===== src/rtl/dispense_actuator.sv =====
// dispense_actuator
//
// Drives one ingredient valve of the coffee machine for a step requested by
// the sequencer. The step duration is looked up from a recipe table in
// dispense ticks; a prescaler divides clk into ticks of TICK_DIV cycles.
//
// Optional feature (compile-time macro): DISPENSE_DRIP_DELAY_EN
//   When defined, a DRIP phase of DRIP_TICKS ticks (valve closed, busy high)
//   follows every completed valve opening, before the step is acknowledged.
//
// Parameters
//   TICK_DIV    clk cycles per dispense tick (2..65535)
//   DRIP_TICKS  post-close drip delay in ticks (1..255)
//
// Ports
//   clk         system clock, rising edge
//   reset       synchronous, active-high
//   req         step request (level)
//   step[2:0]   ingredient: 1 water, 2 coffee, 3 milk, 4 sugar, 5 cream, 6 finish
//   coffee_sel  recipe: 0 espresso, 1 latte, 2 cappuccino
//   abort       emergency stop (level)
//   valve[4:0]  one-hot actuator drive (bit0 water .. bit4 cream)
//   busy        high whenever the FSM is not in IDLE
//   ack         one-cycle pulse when an accepted step completes
//   err         one-cycle pulse on an invalid request or an abort
//   remaining   ticks left in the OPEN or DRIP phase, 0 otherwise
//   dbg_state   current FSM state (debug)
//   dbg_step    latched step code (debug)
//   dbg_sel     latched recipe code (debug)
//
// Handshake: a request is taken when req=1 and abort=0 are sampled in IDLE.
// Exactly one ack or one err pulse answers every taken request (unless reset
// intervenes). A new request is only taken after req has been seen low.

module dispense_actuator #(
  parameter int TICK_DIV   = 50000,
  parameter int DRIP_TICKS = 5
) (
  input  logic       clk,
  input  logic       reset,
  input  logic       req,
  input  logic [2:0] step,
  input  logic [1:0] coffee_sel,
  input  logic       abort,
  output logic [4:0] valve,
  output logic       busy,
  output logic       ack,
  output logic       err,
  output logic [7:0] remaining,
  output logic [2:0] dbg_state,
  output logic [2:0] dbg_step,
  output logic [1:0] dbg_sel
);

  typedef enum logic [2:0] {
    S_IDLE     = 3'd0,
    S_OPEN     = 3'd1,
    S_DRIP     = 3'd2,
    S_DONE     = 3'd3,
    S_WAIT_LOW = 3'd4
  } state_t;

  localparam logic [15:0] TICK_LAST = 16'(TICK_DIV - 1);
  localparam logic [7:0]  DRIP_LEN  = 8'(DRIP_TICKS);

  state_t      state, state_d;
  logic [15:0] presc, presc_d;
  logic [2:0]  step_q, step_d;
  logic [1:0]  sel_q, sel_d;
  logic [4:0]  valve_d;
  logic        busy_d, ack_d, err_d;
  logic [7:0]  rem_d;
  logic        tick;
  logic [7:0]  dur_in;
  logic        bad_req;

  // Recipe table in ticks. Recipe code 3 never reaches here (rejected first).
  function automatic logic [7:0] duration(input logic [2:0] s, input logic [1:0] c);
    logic [7:0] d;
    d = 8'd0;
    case (s)
      3'd1: d = (c == 2'd0) ? 8'd30 : 8'd20;
      3'd2: d = 8'd20;
      3'd3: d = (c == 2'd1) ? 8'd40 : (c == 2'd2) ? 8'd20 : 8'd0;
      3'd4: d = 8'd10;
      3'd5: d = (c == 2'd2) ? 8'd30 : 8'd0;
      default: d = 8'd0;
    endcase
    return d;
  endfunction

  assign tick    = (presc == TICK_LAST);
  assign dur_in  = duration(step, coffee_sel);
  assign bad_req = (step == 3'd0) || (step == 3'd7) || (coffee_sel == 2'd3);

  always_ff @(posedge clk) begin
    if (reset) begin
      state     <= S_IDLE;
      presc     <= '0;
      step_q    <= '0;
      sel_q     <= '0;
      valve     <= '0;
      busy      <= 1'b0;
      ack       <= 1'b0;
      err       <= 1'b0;
      remaining <= '0;
    end else begin
      state     <= state_d;
      presc     <= presc_d;
      step_q    <= step_d;
      sel_q     <= sel_d;
      valve     <= valve_d;
      busy      <= busy_d;
      ack       <= ack_d;
      err       <= err_d;
      remaining <= rem_d;
    end
  end

  // Next-state and next-output logic. Every output is computed here for the
  // following cycle and registered above, so the valve closes on the same
  // edge that the last tick is counted.
  always_comb begin
    state_d = state;
    presc_d = presc;
    step_d  = step_q;
    sel_d   = sel_q;
    valve_d = valve;
    ack_d   = 1'b0;
    err_d   = 1'b0;
    rem_d   = remaining;

    case (state)
      S_IDLE: begin
        valve_d = '0;
        rem_d   = '0;
        presc_d = '0;
        // abort has priority: a request seen together with abort is ignored.
        if (req && !abort) begin
          step_d = step;
          sel_d  = coffee_sel;
          if (bad_req) begin
            err_d   = 1'b1;
            state_d = S_WAIT_LOW;
          end else if (step == 3'd6 || dur_in == 8'd0) begin
            state_d = S_DONE;
          end else begin
            rem_d   = dur_in;
            valve_d = 5'd1 << (step - 3'd1);
            state_d = S_OPEN;
          end
        end
      end

      S_OPEN: begin
        presc_d = tick ? 16'd0 : presc + 16'd1;
        if (abort) begin
          valve_d = '0;
          err_d   = 1'b1;
          rem_d   = '0;
          state_d = S_WAIT_LOW;
        end else if (tick) begin
          if (remaining == 8'd1) begin
            valve_d = '0;
`ifdef DISPENSE_DRIP_DELAY_EN
            rem_d   = DRIP_LEN;
            state_d = S_DRIP;
`else
            rem_d   = '0;
            state_d = S_DONE;
`endif
          end else begin
            rem_d = remaining - 8'd1;
          end
        end
      end

      S_DRIP: begin
        valve_d = '0;
`ifdef DISPENSE_DRIP_DELAY_EN
        presc_d = tick ? 16'd0 : presc + 16'd1;
        if (abort) begin
          err_d   = 1'b1;
          rem_d   = '0;
          state_d = S_WAIT_LOW;
        end else if (tick) begin
          rem_d = remaining - 8'd1;
          if (remaining == 8'd1) state_d = S_DONE;
        end
`else
        // Not reachable in this build; recover to IDLE if ever entered.
        presc_d = '0;
        rem_d   = '0;
        state_d = S_IDLE;
`endif
      end

      S_DONE: begin
        valve_d = '0;
        rem_d   = '0;
        presc_d = '0;
        ack_d   = 1'b1;
        state_d = S_WAIT_LOW;
      end

      S_WAIT_LOW: begin
        valve_d = '0;
        rem_d   = '0;
        presc_d = '0;
        if (!req) state_d = S_IDLE;
      end

      default: begin
        valve_d = '0;
        rem_d   = '0;
        presc_d = '0;
        state_d = S_IDLE;
      end
    endcase

    busy_d = (state_d != S_IDLE);
    if (DRIP_LEN == 8'd0) busy_d = busy_d; // DRIP_LEN is only consumed by the drip build
  end

  assign dbg_state = state;
  assign dbg_step  = step_q;
  assign dbg_sel   = sel_q;

endmodule


===== config.mk =====
export PLATFORM = sky130hd
export DESIGN_NAME = dispense_actuator
export DESIGN_NICKNAME = d
export VERILOG_FILES = /design/src/rtl/dispense_actuator.sv
export SDC_FILE = /design/constraint.sdc
export NUM_CORES = 1
export LEC_CHECK = 0
export ABC_AREA = 1
export BUFFER_PORTS_ARGS = -buffer_cell sky130_fd_sc_hd__buf_2
export CAP_MARGIN = 10
export CORE_MARGIN = 1.5
export CORE_UTILIZATION = 35
export CTS_BUF_LIST = sky130_fd_sc_hd__clkbuf_4
export DETAILED_ROUTE_END_ITERATION = 6
export PLACE_DENSITY = 0.57
export SYNTH_ARGS = -nofsm -noshare
export SYNTH_HDL_FRONTEND = slang
export SYNTH_SLANG_ARGS = --single-unit

===== constraint.sdc =====
create_clock -name clk -period 4.5 [get_ports clk]
set_clock_uncertainty 0.2 [all_clocks]
set_input_delay 0.9 -clock clk [delete_from_list [all_inputs] [get_ports clk]]
set_output_delay 0.9 -clock clk [all_outputs]
set_load 0.005 [all_outputs]

-- After elaboration in Yosys (flattened, before gate mapping)
Index checks and enable logic that the tools add are counted.
- register bits after elaboration: 40
- bits of input ports: 9
- logic and storage cells: 76
- add/subtract/negate cells: 3
- equality and inequality tests: 17
- shift-type cells: 1
- multiplexer cells: 32
- bitwise operators: 1
- reduce and logical (&&, ||, !) cells: 13
- operators by type and width (cell ; number):
    2-to-1 mux 8 bit ; 6
    2-to-1 mux 5 bit ; 8
    one-hot mux 6 bit (5 select lines) ; 1
    2-to-1 mux 3 bit ; 6
    adder 16 x 1 -> 16 bit (second input constant) ; 1
    == test 16 bit (second input constant) ; 1
    one-hot mux 8 bit (2 select lines) ; 1
    == test 3 bit (second input constant) ; 5
    one-hot mux 3 bit (4 select lines) ; 1
    one-hot mux 5 bit (2 select lines) ; 1
    == test 3 x 2 -> 1 bit (second input constant) ; 3
    == test 8 x 1 -> 1 bit (second input constant) ; 1
    logical NOT 8 bit ; 1
    subtractor 8 x 1 -> 8 bit (second input constant) ; 1
    == test 3 x 1 -> 1 bit (second input constant) ; 2
    logical NOT 3 bit ; 2
    2-to-1 mux 6 bit ; 1
    inequality test 3 bit (second input constant) ; 2
    << shifter 1 x 3 -> 5 bit (first input constant) ; 1
    == test 2 bit (second input constant) ; 2
    2-to-1 mux 1 bit ; 4
    2-to-1 mux 4 bit ; 1
    AND reduction 2 bit ; 2
    logical OR 1 bit ; 3
    other kinds (10) ; 10

-- Logic depth before layout (Yosys ltp)
Gate-level depths: netlist of run 1.
- depth in word-level cells: 11
- mapped depth: 11
- mapped depth without buffers: 10

-- Worst setup path before layout of run 1
Ideal clock, no wire load.
- path kind: input -> register
- start point: input step[2]
- end point: register busy
- setup time: 0.120 ns
- arrival: 1.638 ns
- path slack: 2.542 ns
- stages: 7
- buffers on the path: 0
- cells stage by stage: inv_1 > o21ai_2 > nand2_1 > nand2_2 > a21oi_1 > a21oi_1 > or2_1
- longest elaborated chain between the ends: 9
- ends and longest elaborated chain (element ; RTL line ; source):
    from (decl) ; 42 ; input logic [2:0] step,
    == test 3 bit (tied with other cells) ; 81 ; case (s)
    one-hot mux 6 bit (5 select lines) ; 81 ;
    logical NOT 8 bit ; 145 ; end else if (step == 3'd6 || dur_in == 8'd0) begin
    logical OR 1 bit ; 145 ;
    2-to-1 mux 2 bit ; 145 ;
    2-to-1 mux 3 bit * ; 142 ; if (bad_req) begin
    2-to-1 mux 3 bit * ; 139 ; if (req && !abort) begin
    one-hot mux 3 bit (4 select lines) * ; 133 ; case (state)
    nonzero test 3 bit * ; 221 ; busy_d = (state_d != S_IDLE);
    to (signal assigned) ; 113 ; busy <= busy_d;
    to (decl) ; 46 ; output logic busy,
Every way passes the cells marked *; elsewhere a longest branch is shown, timed or not.
A chain may end at the register's enable or synchronous reset.

-- Worst setup path after layout of run 1
- start point: register remaining[2]
- end point: output remaining[2]
- RTL lines (element ; RTL line ; source):
    from (decl) ; 49 ; output logic [7:0] remaining,
    from (signal assigned) ; 116 ; remaining <= rem_d;
No word-level cell between the ends.

==> results of run 1 <==
-- where the power goes --
group	internal, mW	switching, mW	total [mW]	leakage (nW)
registers	0.362	0.00569	0.368	0.324
logic	0.0272	0.0491	0.0763	0.728
clock network	0.123	0.119	0.242	0.0456
-- synthesized netlist by cell type (all sizes together) --
| cell type | instances |
|---|---|
| a21oi | 30 |
| a31oi | 1 |
| and3 | 1 |
| buf | 4 |
| clkbuf | 2 |
| clkinv | 1 |
| dfxtp | 40 |
| ha | 4 |
| inv | 39 |
| nand2 | 65 |
| nand3 | 27 |
| nand3b | 1 |
| nand4 | 7 |
| nor2 | 48 |
| nor3 | 7 |
| nor3b | 1 |
| nor4 | 1 |
| o21a | 1 |
| o21ai | 12 |
| o21bai | 1 |
| or2 | 1 |
| xor2 | 5 |
-- layer usage --
layer / up-vias / wire [um] / global-route usage [%]
met3: 4 / 192 / 4.11
li1: 1039 / - / -
met2: 25 / 2070 / 25.7
met1: 872 / 2270 / 18.8
met5: - / 0 / 0
met4: 0 / 44 / 4.07
-- area by class of cell --
| type | instances | area, sq um | share of cell area [%] |
|---|---|---|---|
| Multi-Input combinational cell | 213 | 1180 | 48.0 |
| Clock buffer | 6 | 45.0 | 1.82 |
| Inverter | 40 | 150 | 6.08 |
| Tap cell | 75 | 93.8 | 3.80 |
| Sequential cell | 40 | 801 | 32.4 |
| Clock inverter | 2 | 35.0 | 1.42 |
| Timing Repair Buffer | 32 | 160 | 6.48 |
-- state kept, by name (all words and copies together), names as in the netlist --
name       cells
presc         16
remaining      8
valve          5
dbg_state      3
dbg_step       3
dbg_sel        2
ack            1
busy           1
err            1
-- path summary, 6_finish.rpt --
check                                  start           end  slack [ns]  depth (start not counted)
worst max-delay path            remaining[2]  remaining[2]        2.43                          1
worst min-delay path                presc[0]      presc[0]        0.26                          1
worst max register to register      presc[0]     presc[10]        2.64                          9
worst min register to register      presc[0]      presc[0]        0.26                          1
-- stage by stage --
step,power (mW),instance area (sq um),std cells,utilization [%],setup slack [ns]
after floorplan,0.429,2170,299,-,2.54
after global placement,0.452,2390,400,40.1,2.22
after detailed placement,0.453,2390,400,40.1,2.19
after CTS,0.696,2470,408,41.5,2.39
after global routing,0.719,2470,408,41.5,2.37
final,0.686,2470,408,41.5,2.43
-- kinds of logic after synthesis --
family	share of synthesized area (%)
adder cells (fa/ha/maj)	2.30
flip-flops	36.8
AND/OR/NAND/NOR	38.1
XOR/XNOR	2.01
buffers and inverters	8.69
AO/OA/AOI/OAI	12.0
==> impl_metrics.csv, run 1 <==
group,metric,value,unit
status,status,"completed",
cts,cts_made_buffers,5,
yosys,syn_area_per_cell,7.27,sq um
critical_path,critPathSlowestCell,"dfxtp_1",
routing,detail_route.wirelength,4580,um
placement,buffer_ports.inserted,32,
timing,min_period_over_period,46.0,%
power_and_ir_drop,total_leakage_power,1.10,nW
yosys,netlist.area_leader.share,36.8,%
critical_path,worst-path-max-fanout,5,
routing,detailedRoute.firstPassIterationCount,4,
power_and_ir_drop,vdd_drop_max,165,uV
yosys,sequential_fraction_of_the_synthesis_area,36.8,%
cts,postCtsResizedCells,0,
timing,max_clock_freq,0.483,GHz
floorplan,core_region_area,5960,sq um
timing,setup_repair_after_global_routing_missed_its_margin,"false",
routing,wl_per_cell,11.2,um
cts,postCtsHoldBufs,0,
cts,tritoncts,"done",
placement,dp_hpwl,3530,um
yosys,syn_area,2170,sq um
yosys,synth_nets,312,
job,drv_cap,0,
timing,finalCriticalPeriod,2.07,ns
cts,clock_insertion_delay_worst_skew,0.35,ns
yosys,yosys.cell_types.count,37,
cts,cts_num_sinks,40,
global_routing,pin_count_of_the_biggest_net_entering_global_routing,18,
floorplan,die-area,6700,sq um
cts,post-cts-setup-buffers,0,
timing,hold_violations,0,
yosys,netlist_top_cells_area,"dfxtp_1, nand2_1, nor2_1, inv_1, nand3_1",
cells_and_area,area_delta_synth_final,13.6,%
yosys,ys_warnings,0,
cts,ctsLongestPathBuffers,2,
critical_path,timing.critical_path.to_type,"primary output",
cts,root_cell_of_the_clock_tree,"clkbuf_4",
timing,max_slew_margin,73.2,%
yosys,ys_ff_latch,40,
critical_path,setup.worst_path.class,"reg2out",
routing,via_count,1940,
worst_hold_path,timing.hold.worst.class,"reg2reg",
cells_and_area,post_route_cells_drive_above_1_share,23.1,%
cts,ctsHtreeMaxLevel,2,
floorplan,dieWidth,81.8,um
floorplan,die-height,81.8,um
cells_and_area,design.final.nets,345,
critical_path,worstPathRequired,3.40,ns
power_and_ir_drop,power-per-cell-area,278,nW/um^2
cells_and_area,antennaDiodeCount,0,
timing,setup_tns,0,ns
cells_and_area,fill_cells,659,
floorplan,initial_utilization,36.5,%
floorplan,std_cell_rows,28,
yosys,synth_top_cell_by_area,"dfxtp_1",
critical_path,worst_path_dominant_cell_family,"flip-flops",
global_routing,track_usage,15.2,%
routing,routed_via_density,4.75,
placement,rd_place_congestion,0.859,
critical_path,cp-start-kind,"flip-flop",
cells_and_area,mostFrequentLayoutCell,"nand2_1",
cells_and_area,mostFrequentLayoutCells,"nand2_1, nor2_1, dfxtp_1",
timing,setup_viol,0,
cts,clkTransAtPathRegs,0.12,ns
timing,hold_ws,0.257,ns
routing,route.detailed.drc,0,
critical_path,cp_num_buf_inv,1,
critical_path,crit_path_cell_trace,"buf_2",
global_routing,grt_pass1_vias,1793,
timing,tightest_slew,0.402,ns
critical_path,worst_path_largest_cell_delay,0.47,ns
yosys,post_synth_inst_count,299,
routing,drtAntennaViolNets,0,
global_routing,grt_first_pass_wirelength,7830,um
global_routing,antenna_violations_before_repair,0,
global_routing,globalRoute.totalOverflow,0,
floorplan,ioPinCount,33,
critical_path,arrival,0.97,ns
routing,dr.first_iter.drc_count,90,
timing,final_max_slew_viol_count,0,
Power figures use the tool's default switching activity.
==> run 2: changes to the inputs <==
ABC_AREA = 0   (was 1)
PLACE_DENSITY = 0.6   (was 0.57)
clock period = 1.8 ns   (was 4.5 ns; I/O delays follow)
==> run 2 against run 1 <==
Effect of this change:
- the flow now finishes with violations (negative setup slack)
- synthesized area is 7.5% lower
- cell count down 3.7%
- global-route usage increased by 1.3 points
- synthesized cell count fell by 20%
- non-clock buffer count increased by 54
- critical path type is now reg2reg
- largest power group unchanged
- highest routed layer unchanged
==> impl_metrics.csv, run 2 <==
group,metric,value,unit
status,status,"finished, violations left",
status,failed_checks,"negative setup slack",
yosys,syn_area_per_cell,8.38,sq um
cells_and_area,mostFrequentLayoutCell,"buf_4",
floorplan,std_cell_rows,27,
global_routing,globalRoute.totalOverflow,0,
global_routing,track_usage,16.5,%
timing,hold_violations,0,
yosys,synth_nets,253,
power_and_ir_drop,total_leakage_power,1.21,nW
global_routing,antenna_violations_before_repair,0,
routing,dr.first_iter.drc_count,108,
cells_and_area,top_regs,"presc (16), remaining (8), valve (5)",
placement,dp_hpwl,3620,um
yosys,ys_warnings,0,
floorplan,dieWidth,78.8,um
placement,postPlaceCellArea,2620,sq um
job,drv_cap,0,
yosys,post_synth_inst_count,240,
cells_and_area,design.final.nets,333,
global_routing,grt_first_pass_wirelength,8020,um
cts,root_cell_of_the_clock_tree,"clkbuf_4",
yosys,synth_edf_count,0,
cells_and_area,final_cell_area,2840,sq um
cells_and_area,largest_register_ff_count,16,
timing,tightest_slew,0.418,ns
yosys,sequential_fraction_of_the_synthesis_area,39.8,%
critical_path,timing.critical_path.to_type,"flip-flop",
yosys,syn_area,2010,sq um
yosys,synth_top_flop_cell,"dfxtp_1",
cells_and_area,area_delta_synth_final,41.1,%
timing,min_period_over_period,113,%
placement,buffer_ports.inserted,32,
yosys,synthArstFlopShare,0,%
cells_and_area,antennaDiodeCount,0,
timing,setup_viol,11,
yosys,ys_ff_latch,40,
global_routing,grt_pass1_vias,1738,
yosys,post-synth-top-count-cell,"dfxtp_1",
cells_and_area,multi_input_comb_area,1230,sq um
power_and_ir_drop,vdd_drop_max,326,uV
yosys,yosys.cell_types.count,45,
routing,route.detailed.drc,0,
cells_and_area,mostFrequentLayoutCells,"buf_4, dfxtp_1, buf_2",
routing,detailedRoute.firstPassIterationCount,4,
cts,cts_num_sinks,40,
timing,setup_repair_after_global_routing_missed_its_margin,"true",
routing,detail_route.wirelength,4940,um
cts,tritoncts,"done",
worst_hold_path,timing.hold.worst.class,"in2reg",
routing,wl_per_cell,12.6,um
timing,finalCriticalPeriod,2.03,ns
floorplan,die-area,6210,sq um
yosys,synth_top_cell_by_area,"dfxtp_1",
routing,drtAntennaViolNets,0,
floorplan,initial_utilization,36.3,%
timing,max_clock_freq,0.492,GHz
cells_and_area,fill_cells,548,
yosys,netlist_top_cells_area,"dfxtp_1, nor2_1, xor2_1, a21oi_1, nand3_1",
routing,via_count,1976,
cts,clkTransAtPathRegs,0.12,ns
critical_path,setup.worst_path.class,"reg2reg",
floorplan,ioPinCount,33,
global_routing,pin_count_of_the_biggest_net_entering_global_routing,17,
placement,pre_cts_slack,-0.210,ns
power_and_ir_drop,power-per-cell-area,614,nW/um^2
cells_and_area,post_route_cells_drive_above_1_share,39.9,%
timing,max_slew_margin,71.8,%
cts,postCtsHoldBufs,0,
placement,rd_place_congestion,0.844,
cells_and_area,biggest_register,"presc",
critical_path,worstPathRequired,1.87,ns
critical_path,timing.reg2reg.worst_path_depth,8,
power_and_ir_drop,power,1.74,mW
cells_and_area,final_core_utilization,51.2,%
critical_path,arrival,2.10,ns
critical_path,worst-path-max-fanout,4,
cells_and_area,layout.area.seq,817,sq um
yosys,netlist.area_leader.share,39.8,%
cts,cts_made_buffers,5,
timing,layout_setup_ws,-0.231,ns
worst_hold_path,whs_path_depth,3,
cts,clock_insertion_delay_worst_skew,0.36,ns
floorplan,die-height,78.8,um
cts,ctsLongestPathBuffers,2,
cts,ctsHtreeMaxLevel,2,
critical_path,cp-start-kind,"flip-flop",
floorplan,core_region_area,5540,sq um
timing,final_max_slew_viol_count,0,
yosys,synth_commonest_cells,"dfxtp_1, nor2_1, nand2_1, a21oi_1, nand3_1",
routing,routed_via_density,5.03,
[run 2: changes by cell type in the layout (fill, tap and decap cells not counted), sizes merged, moves of 7 or more]
cell	before	now
nor2b	0	7
nor2	48	28
inv	39	8
nand2	65	20
buf	32	86
nand3	27	16
a21oi	30	18
[run 2: layer usage]
metal  share of wire, %  vias to the layer above  routed length [um]  global-route usage, %
met2                 46                       38                2270                   25.0
met3                4.0                        5                 197                   4.37
met1                 49                      917                2420                   22.6
met5                  0                        -                   0                      0
li1                   -                     1016                   -                      -
met4               0.97                        0                  48                   5.36
[run 2: worst max-delay path, cell delays in order (launching register included)]
cell and delay [ns]:
dfxtp_4 0.37, inv_4 0.06, ha_4 0.11, or4b_4 0.50
buf_12 0.16, nor2_4 0.13, buf_4 0.14, o31ai_2 0.06
a32o_1 0.22
[run 2: metrics by stage]
step	std cells	TNS, ns	hold WS, ns
floorplan	240	-1.22	0.237
global route	393	-2.46	0.0731
detailed placement	381	-1.99	0.246
global placement	381	-1.51	0.243
finish	393	-1.78	0.0887
CTS	390	-0.939	0.0774
[run 2: kinds of logic (layout without fill, tap and decap cells)]
group	Yosys count	in the layout	share of synthesized area, %
flops	40	40	39.8
compound gates	47	47	15.4
simple gates	113	113	30.9
buf+inv	21	102	4.79
fa+ha+maj	4	4	2.49
xor+xnor	15	15	6.53
[run 2: power by group]
group	switching (mW)	internal, mW
clock network	0.307	0.284
logic	0.125	0.113
registers	0.0127	0.899
[run 2: final timing paths]
kind	start	endpoint	slack (ns)
worst min register to register	dbg_sel[1]	dbg_sel[1]	0.27
worst min-delay path	coffee_sel[0]	dbg_sel[0]	0.09
worst max-delay path	remaining[1]	remaining[2]	-0.23
worst max register to register	remaining[1]	remaining[2]	-0.23
[run 2: cell type report]
cell class	count	area share (%)
multi-input combinational	179	43.3
sequential	40	28.8
timing repair buffer	86	20.9
tap	72	3.18
clock buffer	5	1.32
clock inverter	3	1.32
inverter	8	1.15
[run 2: what timing repair did]
item	4_1_cts	5_1_grt
setup endpoints to repair	18	29
buffers inserted	1	3
hold endpoints to repair	0	0
pin swaps	10	2
gates cloned	0	0
resized for setup	9	16
==> run 3: changes to the inputs <==
CORE_UTILIZATION = 52   (was 35)
PLACE_DENSITY = 0.81   (was 0.6)
==> run 3 against run 2 <==
Effect of this change:
- sequential power about the same
- cell count down 7.4%
- the flow still finishes with violations (negative setup slack)
- first-iteration DRC count up 33%
- sequential share of layout area up 0.88 points
- largest cell class unchanged
- combinational power about the same
==> impl_metrics.csv, run 3 (synthesis gave the netlist of run 2 again) <==
group,metric,value,unit
critical_path,arrival,2.08,ns
timing,layout_setup_ws,-0.204,ns
critical_path,critPathSlowestCell,"or4b_4",
floorplan,die-area,4250,sq um
cells_and_area,mostFrequentLayoutCell,"buf_4",
routing,route.detailed.drc,0,
critical_path,regToRegStartpoint,"remaining[1]",
cts,postCtsHoldBufs,0,
cts,root_cell_of_the_clock_tree,"clkbuf_4",
critical_path,cp-start-kind,"flip-flop",
routing,detailedRoute.firstPassIterationCount,4,
cells_and_area,biggest_register,"presc",
floorplan,std_cell_rows,22,
cells_and_area,design.final.nets,328,
global_routing,globalRoute.totalOverflow,0,
timing,hold_violations,0,
floorplan,die-height,65.2,um
critical_path,worst-path-max-fanout,5,
cells_and_area,mostFrequentLayoutCells,"buf_4, dfxtp_1, buf_2",
critical_path,timing.reg2reg.worst_path_depth,7,
global_routing,antenna_violations_before_repair,0,
cts,tritoncts,"done",
timing,tightest_slew,0.411,ns
cells_and_area,final_cell_area,2760,sq um
cells_and_area,multi_input_comb_area,1220,sq um
worst_hold_path,hold-path-endpoint,"dbg_sel[0]",
cts,ctsHtreeMaxLevel,2,
timing,setup_viol,12,
cts,cts_num_sinks,40,
power_and_ir_drop,power,1.77,mW
routing,drtAntennaViolNets,0,
global_routing,pin_count_of_the_biggest_net_entering_global_routing,14,
placement,rd_place_congestion,0.860,
critical_path,setup.worst_path.class,"reg2reg",
placement,pre_cts_slack,-0.198,ns
status,failed_checks,"negative setup slack",
power_and_ir_drop,power-per-cell-area,642,nW/um^2
timing,min_period_over_period,111,%
cells_and_area,final_core_utilization,74.7,%
worst_hold_path,hold_start,"coffee_sel[0]",
routing,routed_via_density,5.61,
routing,dr.first_iter.drc_count,144,
power_and_ir_drop,vdd_drop_max,416,uV
cells_and_area,instances_no_fill,364,
placement,postPlaceCellArea,2560,sq um
status,status,"finished, violations left",
critical_path,crit_path_cell_trace,"inv_4 -> ha_4 -> or4b_4 -> nor2_2 -> nor3_1 -> or3_1 -> a32o_1",
timing,max_clock_freq,0.499,GHz
timing,final_max_slew_viol_count,0,
timing,finalCriticalPeriod,2.00,ns
cts,clock_insertion_delay_worst_skew,0.37,ns
worst_hold_path,timing.hold.worst.class,"in2reg",
placement,buffer_ports.inserted,32,
cells_and_area,antennaDiodeCount,0,
cts,cts_made_buffers,5,
placement,dp_hpwl,3650,um
placement,numPlacedInstances,353,
global_routing,grt_pass1_vias,2033,
timing,max_slew_margin,72.3,%
floorplan,initial_utilization,54.5,%
routing,wl_per_cell,14.1,um
cells_and_area,layout.area.seq,818,sq um
critical_path,worst_r2r_endpoint,"remaining[3]",
cells_and_area,largest_register_ff_count,16,
floorplan,dieWidth,65.2,um
critical_path,r2r_slack,-0.20,ns
cells_and_area,top_regs,"presc (16), remaining (8), valve (5)",
power_and_ir_drop,total_leakage_power,1.18,nW
global_routing,track_usage,26.1,%
cts,clkTransAtPathRegs,0.13,ns
cts,ctsLongestPathBuffers,2,
critical_path,timing.critical_path.to_type,"flip-flop",
floorplan,ioPinCount,33,
job,drv_cap,0,
routing,via_count,2041,
cells_and_area,fill_cells,282,
global_routing,grt_first_pass_wirelength,8670,um
routing,detail_route.wirelength,5140,um
timing,setup_repair_after_global_routing_missed_its_margin,"true",
critical_path,worstPathRequired,1.87,ns
cells_and_area,area_delta_synth_final,37.1,%
worst_hold_path,whs_path_depth,3,
floorplan,core_region_area,3690,sq um
cells_and_area,post_route_cells_drive_above_1_share,39.9,%
critical_path,worst_path_largest_cell_delay,0.51,ns
-- run 3: changes by cell type in the layout (fill, tap and decap cells not counted), moves of 2 or more --
cell      before  now
buf_4         49   45
clkinv_1       2    0
dfxtp_2        4    2
nor2_1        24   20
nor2_2         1    5
o21ai_1        0    2
o21ai_2        2    0
-- run 3: per-layer routing --
layer	vias up	part of all wire, %	track usage [%]
li1	1008	-	-
met2	67	49	44.1
met3	15	5.6	6.51
met1	951	43	31.6
met4	0	2.0	10.9
met5	-	0	0
-- run 3: per-stage QoR --
| step | TNS, ns | hold slack [ns] |
|---|---|---|
| floorplan | -1.22 | 0.237 |
| global placement | -1.30 | 0.242 |
| global route | -2.06 | 0.0854 |
| finish | -1.33 | 0.0618 |
| detailed placement | -1.68 | 0.252 |
| CTS | -0.746 | 0.0546 |
-- run 3: power by group --
group          internal (mW)  switching (mW)  total (mW)
logic                  0.111           0.127       0.238
registers              0.899          0.0119       0.910
clock network          0.291           0.329       0.620
total                   1.30           0.467        1.77
-- run 3: how the worst max path moves through the flow --
stage,startpoint,endpoint,slack [ns],cells past startpoint
CTS,remaining[1],remaining[3],-0.19,7
finish,remaining[1],remaining[3],-0.20,7
global route,remaining[1],remaining[3],-0.26,7
global placement,remaining[1],remaining[3],-0.16,7
floorplan,remaining[1],remaining[3],-0.14,7
detailed placement,remaining[1],remaining[3],-0.20,7
-- run 3: layout make-up --
cell class | instances | share of cell area [%]
Clock buffer | 5 | 1.36
Clock inverter | 3 | 1.50
Inverter | 8 | 1.18
Multi-Input combinational cell | 179 | 44.3
Sequential cell | 40 | 29.7
Tap cell | 48 | 2.18
Timing Repair Buffer | 81 | 19.8
-- run 3: repair_timing --
action                                  4_1_cts  5_1_grt
cloned                                        1        0
buffers inserted                              3        1
pin swaps                                    10        4
resized for setup                            17       14
endpoints found under the setup margin       22       24
-- run 3: worst max-delay path: cells and delay by family (launching register included) --
family | cells | cell delay [ns]
AO/OA/AOI/OAI | 1 | 0.21
AND/OR/NAND/NOR | 4 | 0.96
flip-flops | 1 | 0.38
adder cells (fa/ha/maj) | 1 | 0.11
buffers and inverters | 1 | 0.06
